===== src/rtl/led_matrix_pkg.sv =====
// Shared definitions for the 8x16 LED matrix: geometry, drive-word layout and colour codes.
// Used by the frame scanner and by the bar/ball game logic.
package led_matrix_pkg;

    localparam int MATRIX_W      = 8;
    localparam int MATRIX_H      = 16;
    localparam int PIX_COUNT     = MATRIX_W * MATRIX_H;
    localparam int X_W           = $clog2(MATRIX_W);
    localparam int Y_W           = $clog2(MATRIX_H);
    localparam int IDX_W         = X_W + Y_W;
    localparam int COLOR_W       = 3;
    localparam int LED_W         = COLOR_W + IDX_W;
    localparam int LED_COL_LSB   = 0;
    localparam int LED_ROW_LSB   = X_W;
    localparam int LED_COLOR_LSB = X_W + Y_W;

    localparam logic [IDX_W-1:0]   LAST_IDX    = IDX_W'(PIX_COUNT - 1);
    localparam logic [COLOR_W-1:0] COLOR_OFF   = 3'b000;
    localparam logic [COLOR_W-1:0] COLOR_BLUE  = 3'b001;
    localparam logic [COLOR_W-1:0] COLOR_GREEN = 3'b010;
    localparam logic [COLOR_W-1:0] COLOR_RED   = 3'b100;

    typedef enum logic {
        ST_IDLE,
        ST_CLEARING
    } clr_state_t;

    // Dark pixels drive an all-zero word so the shared driver idles between lit pixels.
    function automatic logic [LED_W-1:0] led_word(input logic [COLOR_W-1:0] color,
                                                  input logic [IDX_W-1:0]   idx);
        logic [LED_W-1:0] word;
        word = '0;
        if (color != COLOR_OFF) begin
            word[LED_COLOR_LSB +: COLOR_W] = color;
            word[LED_ROW_LSB +: Y_W]       = idx[IDX_W-1:X_W];
            word[LED_COL_LSB +: X_W]       = idx[X_W-1:0];
        end
        return word;
    endfunction

endpackage


===== src/rtl/matrix_frame_scanner_if.sv =====
// Pixel write / clear / swap handshake and LED drive outputs of the frame scanner.
interface matrix_frame_scanner_if;
    import led_matrix_pkg::*;

    logic               wr_en;
    logic [X_W-1:0]     wr_x;
    logic [Y_W-1:0]     wr_y;
    logic [COLOR_W-1:0] wr_color;
    logic               wr_ready;
    logic               clr_req;
    logic               swap_req;
    logic               swap_ack;
    logic               frame_start;
    logic [LED_W-1:0]   LEDout;

    modport master (
        output wr_en, wr_x, wr_y, wr_color, clr_req, swap_req,
        input  wr_ready, swap_ack, frame_start, LEDout
    );

    modport slave (
        input  wr_en, wr_x, wr_y, wr_color, clr_req, swap_req,
        output wr_ready, swap_ack, frame_start, LEDout
    );

endinterface


===== src/rtl/tick_gen.sv =====
// Free-running prescaler: tick is high on the cycle the count equals DIV-1, then wraps to 0.
module tick_gen #(
    parameter logic [21:0] DIV = 22'd2000
) (
    input  logic CLK,
    input  logic RST,
    output logic tick
);

    logic [21:0] r_cnt;

    assign tick = (r_cnt == DIV - 22'd1);

    always_ff @(posedge CLK) begin
        if (RST)       r_cnt <= '0;
        else if (tick) r_cnt <= '0;
        else           r_cnt <= r_cnt + 22'd1;
    end

endmodule


===== src/rtl/matrix_frame_scanner.sv =====
// Scans a 128-pixel colour buffer onto the shared LED driver, one pixel per SCAN_DIV cycles.
// MATRIX_DOUBLE_BUF_EN adds a back buffer swapped in at the frame wrap.
//
// state       | meaning
// ST_IDLE     | writes accepted, clr_req starts a clear
// ST_CLEARING | writing 000 to one pixel per cycle, writes refused
module matrix_frame_scanner
    import led_matrix_pkg::*;
#(
    parameter logic [21:0] SCAN_DIV = 22'd2000
) (
    input  logic CLK,
    input  logic RST,
    matrix_frame_scanner_if.slave bus
);

    logic               w_tick;
    logic               w_wrap;
    logic               w_swap;
    logic               w_we;
    logic [IDX_W-1:0]   w_idx_next;
    logic [IDX_W-1:0]   w_waddr;
    logic [COLOR_W-1:0] w_wdata;
    logic [COLOR_W-1:0] w_rd_color;

    logic [IDX_W-1:0]   r_idx;
    logic [IDX_W-1:0]   r_clr_idx;
    logic [LED_W-1:0]   r_led;
    logic               r_frame_start;
    logic               r_swap_ack;
    logic               r_wr_ready;
    clr_state_t         r_state;

    tick_gen #(.DIV(SCAN_DIV)) u_tick_gen (
        .CLK  (CLK),
        .RST  (RST),
        .tick (w_tick)
    );

    assign w_idx_next = r_idx + 1'b1;
    assign w_wrap     = w_tick && (r_idx == LAST_IDX);
    assign w_we       = (bus.wr_en && r_wr_ready) || (r_state == ST_CLEARING);
    assign w_waddr    = (r_state == ST_CLEARING) ? r_clr_idx : {bus.wr_y, bus.wr_x};
    assign w_wdata    = (r_state == ST_CLEARING) ? COLOR_OFF : bus.wr_color;

`ifdef MATRIX_DOUBLE_BUF_EN
    logic [COLOR_W-1:0] r_mem [2][PIX_COUNT];
    logic               r_front;
    logic               r_swap_pend;
    logic               w_rd_buf;

    // A swap waits for an idle clear FSM so a half-cleared buffer is never shown.
    assign w_swap     = w_wrap && r_swap_pend && (r_state == ST_IDLE);
    assign w_rd_buf   = w_swap ? ~r_front : r_front;
    assign w_rd_color = r_mem[w_rd_buf][w_idx_next];

    always_ff @(posedge CLK) begin
        if (!RST && w_we) r_mem[~r_front][w_waddr] <= w_wdata;
    end
`else
    logic [COLOR_W-1:0] r_mem [PIX_COUNT];

    assign w_swap     = 1'b0;
    assign w_rd_color = r_mem[w_idx_next];

    always_ff @(posedge CLK) begin
        if (!RST && w_we) r_mem[w_waddr] <= w_wdata;
    end
`endif

    // Read and write share an edge, so a same-cycle hit sees the old colour.
    always_ff @(posedge CLK) begin
        if (RST) begin
            r_idx         <= '0;
            r_led         <= '0;
            r_frame_start <= 1'b0;
        end else begin
            r_frame_start <= w_wrap;
            if (w_tick) begin
                r_idx <= w_idx_next;
                r_led <= led_word(w_rd_color, w_idx_next);
            end
        end
    end

    always_ff @(posedge CLK) begin
        if (RST) begin
            r_state    <= ST_IDLE;
            r_wr_ready <= 1'b1;
            r_clr_idx  <= '0;
            r_swap_ack <= 1'b0;
`ifdef MATRIX_DOUBLE_BUF_EN
            r_front     <= 1'b0;
            r_swap_pend <= 1'b0;
`endif
        end else begin
            case (r_state)
                ST_IDLE: begin
                    if (bus.clr_req) begin
                        r_state    <= ST_CLEARING;
                        r_wr_ready <= 1'b0;
                        r_clr_idx  <= '0;
                    end
                end
                ST_CLEARING: begin
                    r_clr_idx <= r_clr_idx + 1'b1;
                    if (r_clr_idx == LAST_IDX) begin
                        r_state    <= ST_IDLE;
                        r_wr_ready <= 1'b1;
                    end
                end
                default: r_state <= ST_IDLE;
            endcase
`ifdef MATRIX_DOUBLE_BUF_EN
            r_swap_ack <= w_swap;
            if (w_swap) begin
                r_front     <= ~r_front;
                r_swap_pend <= 1'b0;
            end else if (bus.swap_req) begin
                r_swap_pend <= 1'b1;
            end
`else
            r_swap_ack <= bus.swap_req;
`endif
        end
    end

    assign bus.wr_ready    = r_wr_ready;
    assign bus.swap_ack    = r_swap_ack;
    assign bus.frame_start = r_frame_start;
    assign bus.LEDout      = r_led;

endmodule


===== src/flat_wrapper.sv =====
// flat-port wrapper written by rule: the top's interface ports become plain ports
module matrix_frame_scanner_flat import led_matrix_pkg::*;
#(
    parameter logic [21:0] SCAN_DIV = 22'd2000
)
  (CLK, RST, bus_wr_en, bus_wr_x, bus_wr_y, bus_wr_color, bus_clr_req, bus_swap_req, bus_wr_ready, bus_swap_ack, bus_frame_start, bus_LEDout);
  matrix_frame_scanner_if bus_i ();
  input  logic CLK;
  input  logic RST;
  input wire logic [$bits(bus_i.wr_en)-1:0] bus_wr_en;
  input wire logic [$bits(bus_i.wr_x)-1:0] bus_wr_x;
  input wire logic [$bits(bus_i.wr_y)-1:0] bus_wr_y;
  input wire logic [$bits(bus_i.wr_color)-1:0] bus_wr_color;
  input wire logic [$bits(bus_i.clr_req)-1:0] bus_clr_req;
  input wire logic [$bits(bus_i.swap_req)-1:0] bus_swap_req;
  output wire logic [$bits(bus_i.wr_ready)-1:0] bus_wr_ready;
  output wire logic [$bits(bus_i.swap_ack)-1:0] bus_swap_ack;
  output wire logic [$bits(bus_i.frame_start)-1:0] bus_frame_start;
  output wire logic [$bits(bus_i.LEDout)-1:0] bus_LEDout;
  assign bus_i.wr_en = bus_wr_en;
  assign bus_i.wr_x = bus_wr_x;
  assign bus_i.wr_y = bus_wr_y;
  assign bus_i.wr_color = bus_wr_color;
  assign bus_i.clr_req = bus_clr_req;
  assign bus_i.swap_req = bus_swap_req;
  assign bus_wr_ready = bus_i.wr_ready;
  assign bus_swap_ack = bus_i.swap_ack;
  assign bus_frame_start = bus_i.frame_start;
  assign bus_LEDout = bus_i.LEDout;
  matrix_frame_scanner #(.SCAN_DIV(SCAN_DIV)) u_core (.CLK(CLK), .RST(RST), .bus(bus_i));
endmodule

===== config.mk =====
export PLATFORM = sky130hd
export DESIGN_NAME = matrix_frame_scanner_flat
export DESIGN_NICKNAME = d
export VERILOG_FILES = /design/src/rtl/led_matrix_pkg.sv /design/src/rtl/matrix_frame_scanner_if.sv /design/src/rtl/tick_gen.sv /design/src/rtl/matrix_frame_scanner.sv /design/src/flat_wrapper.sv
export SDC_FILE = /design/constraint.sdc
export NUM_CORES = 1
export LEC_CHECK = 0
export ABC_AREA = 1
export CORE_ASPECT_RATIO = 1.1
export CORE_UTILIZATION = 46
export CTS_CLUSTER_SIZE = 25
export DETAILED_ROUTE_END_ITERATION = 12
export GPL_TIMING_DRIVEN = 0
export PLACE_DENSITY_LB_ADDON = 0.1
export SLEW_MARGIN = 40
export SYNTH_ARGS = -nofsm -noshare
export SYNTH_HDL_FRONTEND = slang
export SYNTH_HIERARCHICAL = 1
export SYNTH_SLANG_ARGS = --single-unit

===== constraint.sdc =====
create_clock -name CLK -period 4.6 [get_ports CLK]
set_clock_uncertainty 0.15 [all_clocks]
set_input_delay 0.92 -clock CLK [delete_from_list [all_inputs] [get_ports CLK]]
set_output_delay 0.92 -clock CLK [all_outputs]
set_load 0.1 [all_outputs]

==> run summary <==
R2R Path End: u_core/bus.LEDout[1]
io pins: 28
CP most frequent cell: nand3_1
met1 wire length: 24.3 mm
LEAKAGE: 0.00809 uW
Max VDD drop: 0.000306 V
ys async rst share: 0%
# fillers: 3,633
H-tree lvl count: 2
hold_ws: 0.302 ns
Clock Pin Slew Worst Setup and Hold Paths: 0.05 ns
synthesis-stage register bit count: 434
area occupied by multi-input gates: 0.00555 mm2
Fmax: 276 MHz
Slew Limit Fails: 0
core area: 0.0404 mm2
Post-CTS Setup Repair Bufs: 0
synth top area cells: edfxtp_1, nand2_1, nor2_1
run status: complete, no violations
hold crit path type: reg2reg
FF-to-FF path depth: 14
cts bufs inserted: 47
hold buffer count at cts: 0
CTS root buf: clkbuf_16
TritonRoute pass-1 iters: 5
Worst path max stage delay: 0.56 ns
Worst path slowest cell: clkbuf_1
largest net degree at the start of global routing: 25
synth unique cells: 41
setup violators final: 0
Mapped Cells: 1,913
Worst-Skew Late Latency: 0.59 ns
FF/Latch Area: 0.0125 mm2
WHS Path Cells: 1
Synth top area share: 60.9%
DP HPWL: 40.6 mm
layout cells sized above 1: 9.78%
crit start category: flop
Initial Util: 46.9%
delay-heaviest family, CP: buffers and inverters
critical path fanouts, max: 10
Die Ht: 215 um
Power Dens Cells: 379 mW/mm2
synth cell count leaders: nand2_1, edfxtp_1, nor2_1, nand3_1, inv_1
worst slew pin tran: 0.945 ns
CP cell instances: ha_1 -> inv_1 -> clkbuf_1 -> clkbuf_1 -> nand2_1 -> nand3_1 -> nand3_1 -> nand3_1 -> nand3_1 -> nand3_1 -> nand2_1 -> nand3_2 -> nand2_1 -> a21oi_1
Syn Area/Cell: 9.90 um2
first-pass GRT wire length: 87.9 mm
Synth Flop Type: edfxtp_1
die area: 0.0420 mm2
CTS max path bufs: 3
most instantiated library cell after synthesis: nand2_1
CP bufs+invs: 3
Core Util, Final: 53.6%
Resize count post-CTS: 0
max layer used: met4
clk sinks: 434
gr usage total: 28.9%
gpl congestion: 0.944
antenna violations before repair: 0
placed cells: 2,472
Post-synth EDFFs: 384
Syn Nets: 1,931
cell accounting for the most synthesized area: edfxtp_1
Final #Nets: 2,026
Post-Syn Area: 0.0189 mm2
WS Path Type: reg2reg
Post-DRT Antenna Nets: 0
Syn. warnings: 6
Buffers on Ports: 27
Worst EP arrival: 3.97 ns
P&R area growth vs syn: 14.3%
wire length on met3: 5.36 mm
Total Wirelength: 59.5 mm
fin crit share: 78.7%
Die X: 195 um
Final Hold Vio Count: 0
hold_sp: u_core/u_tick_gen/r_cnt[0]
FP Rows: 77
total of max-cap violations: 0
routed length on met2: 27.1 mm
n_diodes: 0
vias in the first global route: 13.9k
sequential share of the synthesized area: 66.2%
drt drc: 0
post-layout min period: 3.62 ns
via count: 14.4k
Worst Path Required: 4.95 ns
setup slack, reg-to-reg: 0.98 ns
CTS tree: built
initial DRC count: 1,495
Stages on worst setup path: 14
gr ovfl total: 0
Reg2Reg Launch Point: u_core/r_idx[0]
drt via density: 5.62
worst hold endpoint: u_core/u_tick_gen/r_cnt[0]
Slew HR: 37.0%
per-cell routed wire length: 23.3 um
RSZ-0062 raised after global routing: false
CP Capture Type: flop
Non-Filler Instances: 2,557
power by group:
group / leakage, uW / internal [uW] / switching, uW
clock: 0.000718 / 2100 / 1510
combinational: 0.00348 / 72.1 / 203
sequential: 0.00389 / 4310 / 5.17
total: 0.00809 / 6480 / 1720
cell usage in the layout, fill, tap and decap left out, drive strengths merged:
cell type	instances
nor3	5
bufinv	3
o311a	1
nor4	1
dfxtp	50
nand4	8
nand2	472
o21ai	98
clkinv	27
a21oi	25
xnor2	5
o211ai	8
a22oi	1
o22ai	1
edfxtp	384
nor2	387
inv	117
clkbuf	101
o21a	3
nand3	233
ha	3
and3	1
or2	3
nor3b	1
buf	85
a211oi	1
xor2	5
clkdlybuf4s50	14
o21bai	1
per-layer routing:
metal,global-route usage [%],vias to the layer above
met1,38.8,6893
met4,13.2,0
met3,5.43,144
met2,45.5,695
met5,0,-
li1,-,6626
state kept, by name, indices dropped and copies added (netlist names):
| signal | cells |
|---|---|
| u_core/bus.LEDout | 10 |
| u_core/bus.frame_start | 1 |
| u_core/bus.swap_ack | 1 |
| u_core/bus.wr_ready | 1 |
| u_core/r_clr_idx | 7 |
| u_core/r_idx | 7 |
| u_core/r_mem | 384 |
| u_core/r_state | 1 |
| u_core/u_tick_gen/r_cnt | 22 |
through the flow:
stage,setup slack (ns),total power (uW),area [um2],setup TNS (ns)
after floorplan,1.12,4520,18900,0
after global placement,-2.11,4640,19900,-794.50
after CTS,0.994,8260,21600,0
after detailed placement,0.429,4670,20200,0
final,0.982,8210,21600,0
after global routing,0.839,8440,21600,0
cell type report:
cell class / instances / share of cell area [%]
Clock inverter: 27 / 0.908
Tap cell: 513 / 2.97
Timing Repair Buffer: 46 / 2.58
Multi-Input combinational cell: 1263 / 25.6
Clock buffer: 58 / 5.82
Sequential cell: 434 / 57.9
Inverter: 120 / 2.08
Buffer: 96 / 2.13
worst max-delay path by stage:
stage                    startpoint                   end  slack [ns]
floorplan           bus_wr_color[0]    u_core/r_mem[0][0]        1.12
CTS                 u_core/r_idx[0]  u_core/bus.LEDout[1]        0.99
global placement    bus_wr_color[2]   u_core/r_mem[25][2]       -2.11
global route        u_core/r_idx[0]  u_core/bus.LEDout[1]        0.84
detailed placement              RST   u_core/r_mem[64][2]        0.43
finish              u_core/r_idx[0]  u_core/bus.LEDout[1]        0.98
kinds of logic after synthesis:
family	count (synthesis)	synth area share [%]
compound gates	139	3.99
xor+xnor	10	0.462
fa+ha+maj	3	0.198
simple gates	1111	24.4
buf+inv	216	4.74
flops	434	66.2
(Power assumes the default switching activity.)
